$ cat src/rtl/pep_ks_common_param_pkg.sv
// ----------------------------------------------------------------------------
// pep_ks_common_param_pkg
// Shared parameters and types for the KS BLWE RAM write side.
//   - Geometry of a BLWE in the BLRAM (LBY lanes, BLWE_K coefficients,
//     KS_DECOMP_W bits per decomposed coefficient, TOTAL_PBS_NB slots).
//   - LINE_PER_PID_DEF: default number of lines per BLWE.
//   - ks_blwe_wr_state_e: write FSM states.
//   - Helpers building the lane masks applied to the last line of a BLWE.
// ----------------------------------------------------------------------------
package pep_ks_common_param_pkg;

  localparam int LBY          = 4;
  localparam int BLWE_K       = 10;
  localparam int KS_DECOMP_W  = 8;
  localparam int TOTAL_PBS_NB = 8;
  localparam int PID_W        = 3;

  // Lines needed to hold one BLWE, rounded up to a full line.
  localparam int LINE_PER_PID_DEF = (BLWE_K + LBY - 1) / LBY;

  typedef enum logic [1:0] {
    KS_BLWE_WR_IDLE  = 2'd0,
    KS_BLWE_WR_WAIT  = 2'd1,
    KS_BLWE_WR_WRITE = 2'd2
  } ks_blwe_wr_state_e;

  // Lanes of the last line that carry a real coefficient.
  function automatic logic [LBY-1:0] last_line_used_mask(input int lpp);
    logic [LBY-1:0] m;
    m = {LBY{1'b0}};
    for (int l = 0; l < LBY; l++) begin
      m[l] = (((lpp - 1) * LBY + l) < BLWE_K);
    end
    return m;
  endfunction

  // Per-bit expansion of a lane mask over a full coefficient line.
  function automatic logic [LBY*KS_DECOMP_W-1:0] lane_to_data_mask(input logic [LBY-1:0] lm);
    logic [LBY*KS_DECOMP_W-1:0] m;
    m = {(LBY*KS_DECOMP_W){1'b0}};
    for (int l = 0; l < LBY; l++) begin
      m[l*KS_DECOMP_W +: KS_DECOMP_W] = {KS_DECOMP_W{lm[l]}};
    end
    return m;
  endfunction

endpackage

$ cat src/rtl/pep_ks_blwe_slot_track.sv
// ----------------------------------------------------------------------------
// pep_ks_blwe_slot_track
// Per-PID occupancy bitmap of the BLRAM slots.
//   clk, a_rst          : clock, asynchronous active-high reset
//   set_en / set_pid    : mark a slot busy (its last line is being written)
//   clr_en / clr_pid    : release a slot (KS pipeline done with it)
//   query_pid           : slot the write FSM is waiting on
//   query_busy          : busy state of query_pid with this cycle's release
//                         already applied, so a release can unblock the
//                         writer in the same cycle
//   slot_busy           : registered occupancy bitmap
// A set and a clear on the same slot in one cycle leave the slot busy.
// ----------------------------------------------------------------------------
module pep_ks_blwe_slot_track
  import pep_ks_common_param_pkg::*;
(
  input  logic                    clk,
  input  logic                    a_rst,
  input  logic                    set_en,
  input  logic [PID_W-1:0]        set_pid,
  input  logic                    clr_en,
  input  logic [PID_W-1:0]        clr_pid,
  input  logic [PID_W-1:0]        query_pid,
  output logic                    query_busy,
  output logic [TOTAL_PBS_NB-1:0] slot_busy
);

  logic [TOTAL_PBS_NB-1:0] busy_q;
  logic [TOTAL_PBS_NB-1:0] busy_d;

  // Next bitmap: clear first, then set, so the set has priority.
  always_comb begin
    busy_d = busy_q;
    if (clr_en) begin
      busy_d[clr_pid] = 1'b0;
    end else begin
      busy_d = busy_q;
    end
    if (set_en) begin
      busy_d[set_pid] = 1'b1;
    end else begin
      busy_d[set_pid] = busy_d[set_pid];
    end
  end

  // Bypassed query: a release of the queried slot in this cycle reads as free.
  always_comb begin
    query_busy = busy_q[query_pid] & ~(clr_en & (clr_pid == query_pid));
  end

  // Occupancy register.
  always_ff @(posedge clk or posedge a_rst) begin
    if (a_rst) begin
      busy_q <= {TOTAL_PBS_NB{1'b0}};
    end else begin
      busy_q <= busy_d;
    end
  end

  assign slot_busy = busy_q;

endmodule

$ cat src/rtl/pep_ks_blwe_ram_wr.sv
// ----------------------------------------------------------------------------
// pep_ks_blwe_ram_wr
// Write side of the KS BLWE RAM. Takes a command naming a PBS slot, waits
// for that slot to be free, then writes LINE_PER_PID coefficient lines into
// the LBY BLRAM lanes at pid*LINE_PER_PID + line. Raises blwe_avail with the
// last write and marks the slot busy until slot_free releases it.
//
// Ports:
//   clk, a_rst                    : clock, asynchronous active-high reset
//   wcmd_pid, wcmd_vld, wcmd_rdy  : slot command handshake (rdy only in IDLE)
//   in_data, in_vld, in_rdy       : coefficient line handshake
//   slot_free, slot_free_pid      : slot release pulse
//   wr_blram_en/add/data          : registered BLRAM write port, per lane
//   blwe_avail, blwe_avail_pid    : registered completion pulse
//   slot_busy                     : occupancy bitmap
//
// Build option PEP_KS_BLWE_WR_ZERO_PAD_EN: when defined, lanes of the last
// line beyond BLWE_K are written with zero; otherwise they are not written.
// ----------------------------------------------------------------------------
module pep_ks_blwe_ram_wr
  import pep_ks_common_param_pkg::*;
#(
  parameter  int LINE_PER_PID   = LINE_PER_PID_DEF,
  parameter  int BLWE_RAM_DEPTH = LINE_PER_PID * TOTAL_PBS_NB,
  localparam int BLWE_RAM_ADD_W = (BLWE_RAM_DEPTH > 1) ? $clog2(BLWE_RAM_DEPTH) : 1
)(
  input  logic                            clk,
  input  logic                            a_rst,
  input  logic [PID_W-1:0]                wcmd_pid,
  input  logic                            wcmd_vld,
  output logic                            wcmd_rdy,
  input  logic [LBY*KS_DECOMP_W-1:0]      in_data,
  input  logic                            in_vld,
  output logic                            in_rdy,
  input  logic                            slot_free,
  input  logic [PID_W-1:0]                slot_free_pid,
  output logic [LBY-1:0]                  wr_blram_en,
  output logic [LBY*BLWE_RAM_ADD_W-1:0]   wr_blram_add,
  output logic [LBY*KS_DECOMP_W-1:0]      wr_blram_data,
  output logic                            blwe_avail,
  output logic [PID_W-1:0]                blwe_avail_pid,
  output logic [TOTAL_PBS_NB-1:0]         slot_busy
);

  localparam int LINE_W = (LINE_PER_PID > 1) ? $clog2(LINE_PER_PID) : 1;
  localparam logic [LINE_W-1:0] LAST_LINE = LINE_W'(LINE_PER_PID - 1);
  localparam logic [LBY-1:0] LAST_LANE_MASK = last_line_used_mask(LINE_PER_PID);

  ks_blwe_wr_state_e state_q, state_d;
  logic [PID_W-1:0]          pid_q, pid_d;
  logic [LINE_W-1:0]         line_q, line_d;
  logic [BLWE_RAM_ADD_W-1:0] add_q, add_d;
  logic [BLWE_RAM_ADD_W-1:0] pid_base;
  logic [BLWE_RAM_ADD_W-1:0] base_acc;
  logic                      query_busy;
  logic                      line_acc;
  logic                      last_acc;

  logic [LBY-1:0]                wr_en_q, wr_en_d;
  logic [LBY*BLWE_RAM_ADD_W-1:0] wr_add_q, wr_add_d;
  logic [LBY*KS_DECOMP_W-1:0]    wr_data_q, wr_data_d;
  logic                          avail_q, avail_d;
  logic [PID_W-1:0]              avail_pid_q, avail_pid_d;

  // Slot base address: select among running multiples of LINE_PER_PID.
  always_comb begin
    pid_base = {BLWE_RAM_ADD_W{1'b0}};
    base_acc = {BLWE_RAM_ADD_W{1'b0}};
    for (int i = 0; i < TOTAL_PBS_NB; i++) begin
      if (int'(wcmd_pid) == i) begin
        pid_base = base_acc;
      end else begin
        pid_base = pid_base;
      end
      base_acc = base_acc + BLWE_RAM_ADD_W'(LINE_PER_PID);
    end
  end

  // Write FSM: next state, handshakes and line/address counters.
  // WAIT resolves in the cycle it is entered: once the slot reads free
  // (release bypass included) the first line can be taken right away.
  always_comb begin
    state_d  = state_q;
    pid_d    = pid_q;
    line_d   = line_q;
    add_d    = add_q;
    wcmd_rdy = 1'b0;
    in_rdy   = 1'b0;
    case (state_q)
      KS_BLWE_WR_IDLE: begin
        wcmd_rdy = 1'b1;
        if (wcmd_vld) begin
          pid_d   = wcmd_pid;
          line_d  = {LINE_W{1'b0}};
          add_d   = pid_base;
          state_d = KS_BLWE_WR_WAIT;
        end else begin
          state_d = KS_BLWE_WR_IDLE;
        end
      end
      KS_BLWE_WR_WAIT: begin
        in_rdy = ~query_busy;
        if (!query_busy) begin
          state_d = KS_BLWE_WR_WRITE;
        end else begin
          state_d = KS_BLWE_WR_WAIT;
        end
      end
      KS_BLWE_WR_WRITE: begin
        in_rdy = 1'b1;
      end
      default: begin
        state_d = KS_BLWE_WR_IDLE;
      end
    endcase
    line_acc = in_rdy & in_vld;
    last_acc = line_acc & (line_q == LAST_LINE);
    if (line_acc) begin
      line_d = line_q + 1'b1;
      add_d  = add_q + 1'b1;
      if (line_q == LAST_LINE) begin
        state_d = KS_BLWE_WR_IDLE;
      end else begin
        state_d = KS_BLWE_WR_WRITE;
      end
    end else begin
      line_d = line_d;
    end
  end

  // Write port and completion pulse, one register stage after acceptance.
  always_comb begin
    wr_en_d     = {LBY{1'b0}};
    wr_add_d    = wr_add_q;
    wr_data_d   = wr_data_q;
    avail_d     = 1'b0;
    avail_pid_d = avail_pid_q;
    if (line_acc) begin
      wr_en_d   = {LBY{1'b1}};
      wr_add_d  = {LBY{add_q}};
      wr_data_d = in_data;
      if (last_acc) begin
        avail_d     = 1'b1;
        avail_pid_d = pid_q;
`ifdef PEP_KS_BLWE_WR_ZERO_PAD_EN
        wr_data_d   = in_data & lane_to_data_mask(LAST_LANE_MASK);
`else
        wr_en_d     = LAST_LANE_MASK;
`endif
      end else begin
        avail_d = 1'b0;
      end
    end else begin
      wr_en_d = {LBY{1'b0}};
    end
  end

  // State and output registers.
  always_ff @(posedge clk or posedge a_rst) begin
    if (a_rst) begin
      state_q     <= KS_BLWE_WR_IDLE;
      pid_q       <= {PID_W{1'b0}};
      line_q      <= {LINE_W{1'b0}};
      add_q       <= {BLWE_RAM_ADD_W{1'b0}};
      wr_en_q     <= {LBY{1'b0}};
      wr_add_q    <= {(LBY*BLWE_RAM_ADD_W){1'b0}};
      wr_data_q   <= {(LBY*KS_DECOMP_W){1'b0}};
      avail_q     <= 1'b0;
      avail_pid_q <= {PID_W{1'b0}};
    end else begin
      state_q     <= state_d;
      pid_q       <= pid_d;
      line_q      <= line_d;
      add_q       <= add_d;
      wr_en_q     <= wr_en_d;
      wr_add_q    <= wr_add_d;
      wr_data_q   <= wr_data_d;
      avail_q     <= avail_d;
      avail_pid_q <= avail_pid_d;
    end
  end

  pep_ks_blwe_slot_track u_slot_track (
    .clk        (clk),
    .a_rst      (a_rst),
    .set_en     (last_acc),
    .set_pid    (pid_q),
    .clr_en     (slot_free),
    .clr_pid    (slot_free_pid),
    .query_pid  (pid_q),
    .query_busy (query_busy),
    .slot_busy  (slot_busy)
  );

  assign wr_blram_en    = wr_en_q;
  assign wr_blram_add   = wr_add_q;
  assign wr_blram_data  = wr_data_q;
  assign blwe_avail     = avail_q;
  assign blwe_avail_pid = avail_pid_q;

endmodule
$ cat config.mk
export PLATFORM = sky130hd
export DESIGN_NAME = pep_ks_blwe_ram_wr
export DESIGN_NICKNAME = d
export VERILOG_FILES = /design/src/rtl/pep_ks_common_param_pkg.sv /design/src/rtl/pep_ks_blwe_slot_track.sv /design/src/rtl/pep_ks_blwe_ram_wr.sv
export SDC_FILE = /design/constraint.sdc
export NUM_CORES = 1
export LEC_CHECK = 0
export CORE_MARGIN = 2
export CORE_UTILIZATION = 50
export CTS_BUF_LIST = sky130_fd_sc_hd__clkbuf_2 sky130_fd_sc_hd__clkbuf_4 sky130_fd_sc_hd__clkbuf_8
export CTS_CLUSTER_SIZE = 25
export DETAILED_ROUTE_END_ITERATION = 16
export PLACE_DENSITY = 0.95
export SYNTH_ARGS = -nofsm -noshare
export SYNTH_HDL_FRONTEND = slang
export SYNTH_SLANG_ARGS = --single-unit
$ cat constraint.sdc
create_clock -name clk -period 3.9 [get_ports clk]
set_input_delay 0.39 -clock clk [delete_from_list [all_inputs] [get_ports clk]]
set_output_delay 0.39 -clock clk [all_outputs]
set_load 0.01 [all_outputs]
==> metrics <==
Total Routing Usage GR 21.1%; CTS root buffer clkbuf_8; clock skew 10.1 ps; CP Capture Type output port; Synth Cell Area 3060 µm²; f_max 353 MHz; nets@finish 398; post-route ant nets 0; CTS clk-pin slew, worst paths 70 ps; Pre-Repair DR Iteration Count 4; I/O Pins 113; crit-path max FO 11; async set-or-reset flop fraction in the synthesized netlist 100%; final std cells w/o fill 424; most numerous cell in the Yosys netlist dfrtp_1; GP Congestion between 0.7 and 0.8; final setup fails 0; pre-CTS WS 1340 ps; total number of vias ~2,300; Arr. time, crit path between 2000 and 2500 ps; Final Hold Fails 0; largest net degree at the start of global routing 54; max-capacitance violation count 0; Setup Fix Bufs, Post-CTS 0; post-synthesis sequential area ratio 51.5%; synth unique cells 40; H-tree levels 3; DRT iter0 DRCs between 150 and 200; reg2reg end blwe_avail_pid[1]; CTS Buf Count 9; hold path endpoint wr_blram_data[30]; # rows 28; Tmin final 2830 ps; clk_lat worst skew 330 ps; CTS tree built; cell family with most CP delay compound AO/OA/AOI/OAI gates; cells after synthesis 250; R2R depth 6; area of the multi-input gates 1240 µm²; WS Path Type register to output port; drt drc 0; Power per Cell Area 828 nW/µm²; Die Y 82.3 µm; Startpoint Class register; Setup TNS Final 0 ps; status finished clean; Critical Path RT about 3500 ps; GRT Residual Overflow 0; Least-Margin Pin Slew 755 ps; Die Wd between 80 and 90 µm; Largest stage delay, worst path 540 ps; post-synth top area share 51.5%; Yosys warning total 0; Worst Path Buf+Inv 1; DP HPWL 4840 µm; CP Cell Sequence or2_1 > o221a_2 > o211ai_1 > a21oi_1 > nor2b_1 > clkdlybuf4s50_1; CTS hold repair buffers 0; area leader, netlist dfrtp_1; Leak 1.81 nW; post-cts resize count 0; Die Area 6770 µm²; Primary FF master, synth dfrtp_1; RSZ-0062 raised after global routing false; initial antenna violation count 0; worst vdd ir 0.537 mV; routed length per instance 15.6 µm; crit path max-delay cell type clkdlybuf4s50_1; first-pass GRT wire length around 11,000 µm; vias in the first global route 2,303; Filler cells 435; port bufs 112; Antenna diodes 0; syn_nets 302; Area growth syn-to-layout 38.6%; Period Utilization, post-route 72.6%; Hold Crit Start wr_blram_data[30]; WP depth 6; WHS Path Cells 1; worst r2r src pid_q[1]; Initial Util 51.7%; vias per cell 5.35; DRT Wirelength between 6000 and 7000 µm; area of the core 5920 µm²; worst setup margin 1070 ps; reg-to-reg setup timing slack 1540 ps; number of flops mapped to enable cells by yosys 0; layout cell share with drive strength beyond 1 around 14%; Syn Area/Cell 12.3 µm²; total clock sinks 63; Clock Path Buffers 2; FF+latch area between 1500 and 2000 µm²; top cells by area, synth dfrtp_1, mux2_2, mux2_1; Total Power 0.00352 W; Pins Over Slew Limit 0; hold slack ~490 ps; dpl cells 410; Hold Crit Class register to register; worst rel slew slack 49.6%; commonest cells in the synthesized netlist dfrtp_1, mux2_2, buf_4; number of synthesized register bits 63
==> per-layer routing <==
layer  vias to the layer above  part of all wire [%]  global-route usage, %
met2                       105                    51                   34.7
met4                         0                   2.3                   10.7
met5                         -                     0                      0
li1                       1056                     -                      -
met1                      1090                    38                   24.4
met3                        17                   8.2                   7.17
==> cell type report <==
cell class	count	share of cell area, %
clock buffer	13	3.92
clock inverter	1	0.118
inverter	10	0.884
multi-input combinational	149	29.1
sequential	63	37.1
tap	75	2.21
timing repair buffer	113	26.6
==> through the flow <==
step / util, % / instance area [µm²]
2_1_floorplan: - / 3060
3_3_place_gp: 68.8 / 4070
3_5_place_dp: 68.8 / 4070
4_1_cts: 71.7 / 4250
5_1_grt: 71.7 / 4250
6_report: 71.7 / 4250
==> logic make-up after synthesis <==
group / after synthesis / synth area share, %
buffers and inverters: 38 / 8.13
XOR/XNOR: 4 / 1.14
adder cells (fa/ha/maj): 9 / 3.68
flip-flops: 63 / 51.5
AND/OR/NAND/NOR: 44 / 7.76
AO/OA/AOI/OAI: 45 / 10.4
multiplexers: 47 / 17.4
==> flip-flops by register name (all words and copies together) (netlist names) <==
signal	cells
pid_q	3
state_q	2
wr_blram_data	32
wr_blram_add	5
u_slot_track.slot_busy	8
blwe_avail	1
blwe_avail_pid	3
wr_blram_en	2
add_q	5
line_q	2
==> power breakdown <==
group          leakage, nW  switching [W]  internal [W]  total, W
combinational        0.936       0.000752       0.00105   0.00180
sequential           0.779       0.000246      0.000972   0.00122
clock               0.0922       0.000225      0.000272  0.000497
==> cells in the final DEF, fill, tap and decap left out, types with 2 or more instances in the layout <==
cell	n
mux2_2	24
nand2b_1	5
mux2_4	3
and2_1	3
xnor2_1	3
dfrtp_1	63
mux2_1	14
a211oi_1	3
nand3_1	4
a21oi_1	7
o31ai_1	5
o211ai_1	7
inv_1	9
clkbuf_4	2
o221ai_1	4
o21ai_0	11
nor2b_1	3
clkbuf_8	11
nor2_1	6
ha_1	9
nand2_1	14
mux2i_1	6
or3_1	3
clkdlybuf4s50_1	112
==> worst max path at each step <==
stage	from	end
after floorplan	a_rst	add_q[0]
after global placement	slot_free_pid[2]	in_rdy
after detailed placement	slot_free_pid[2]	in_rdy
after CTS	pid_q[1]	in_rdy
after global routing	pid_q[1]	in_rdy
final	pid_q[1]	in_rdy
No activity file was read; power rests on OpenSTA's default activity.
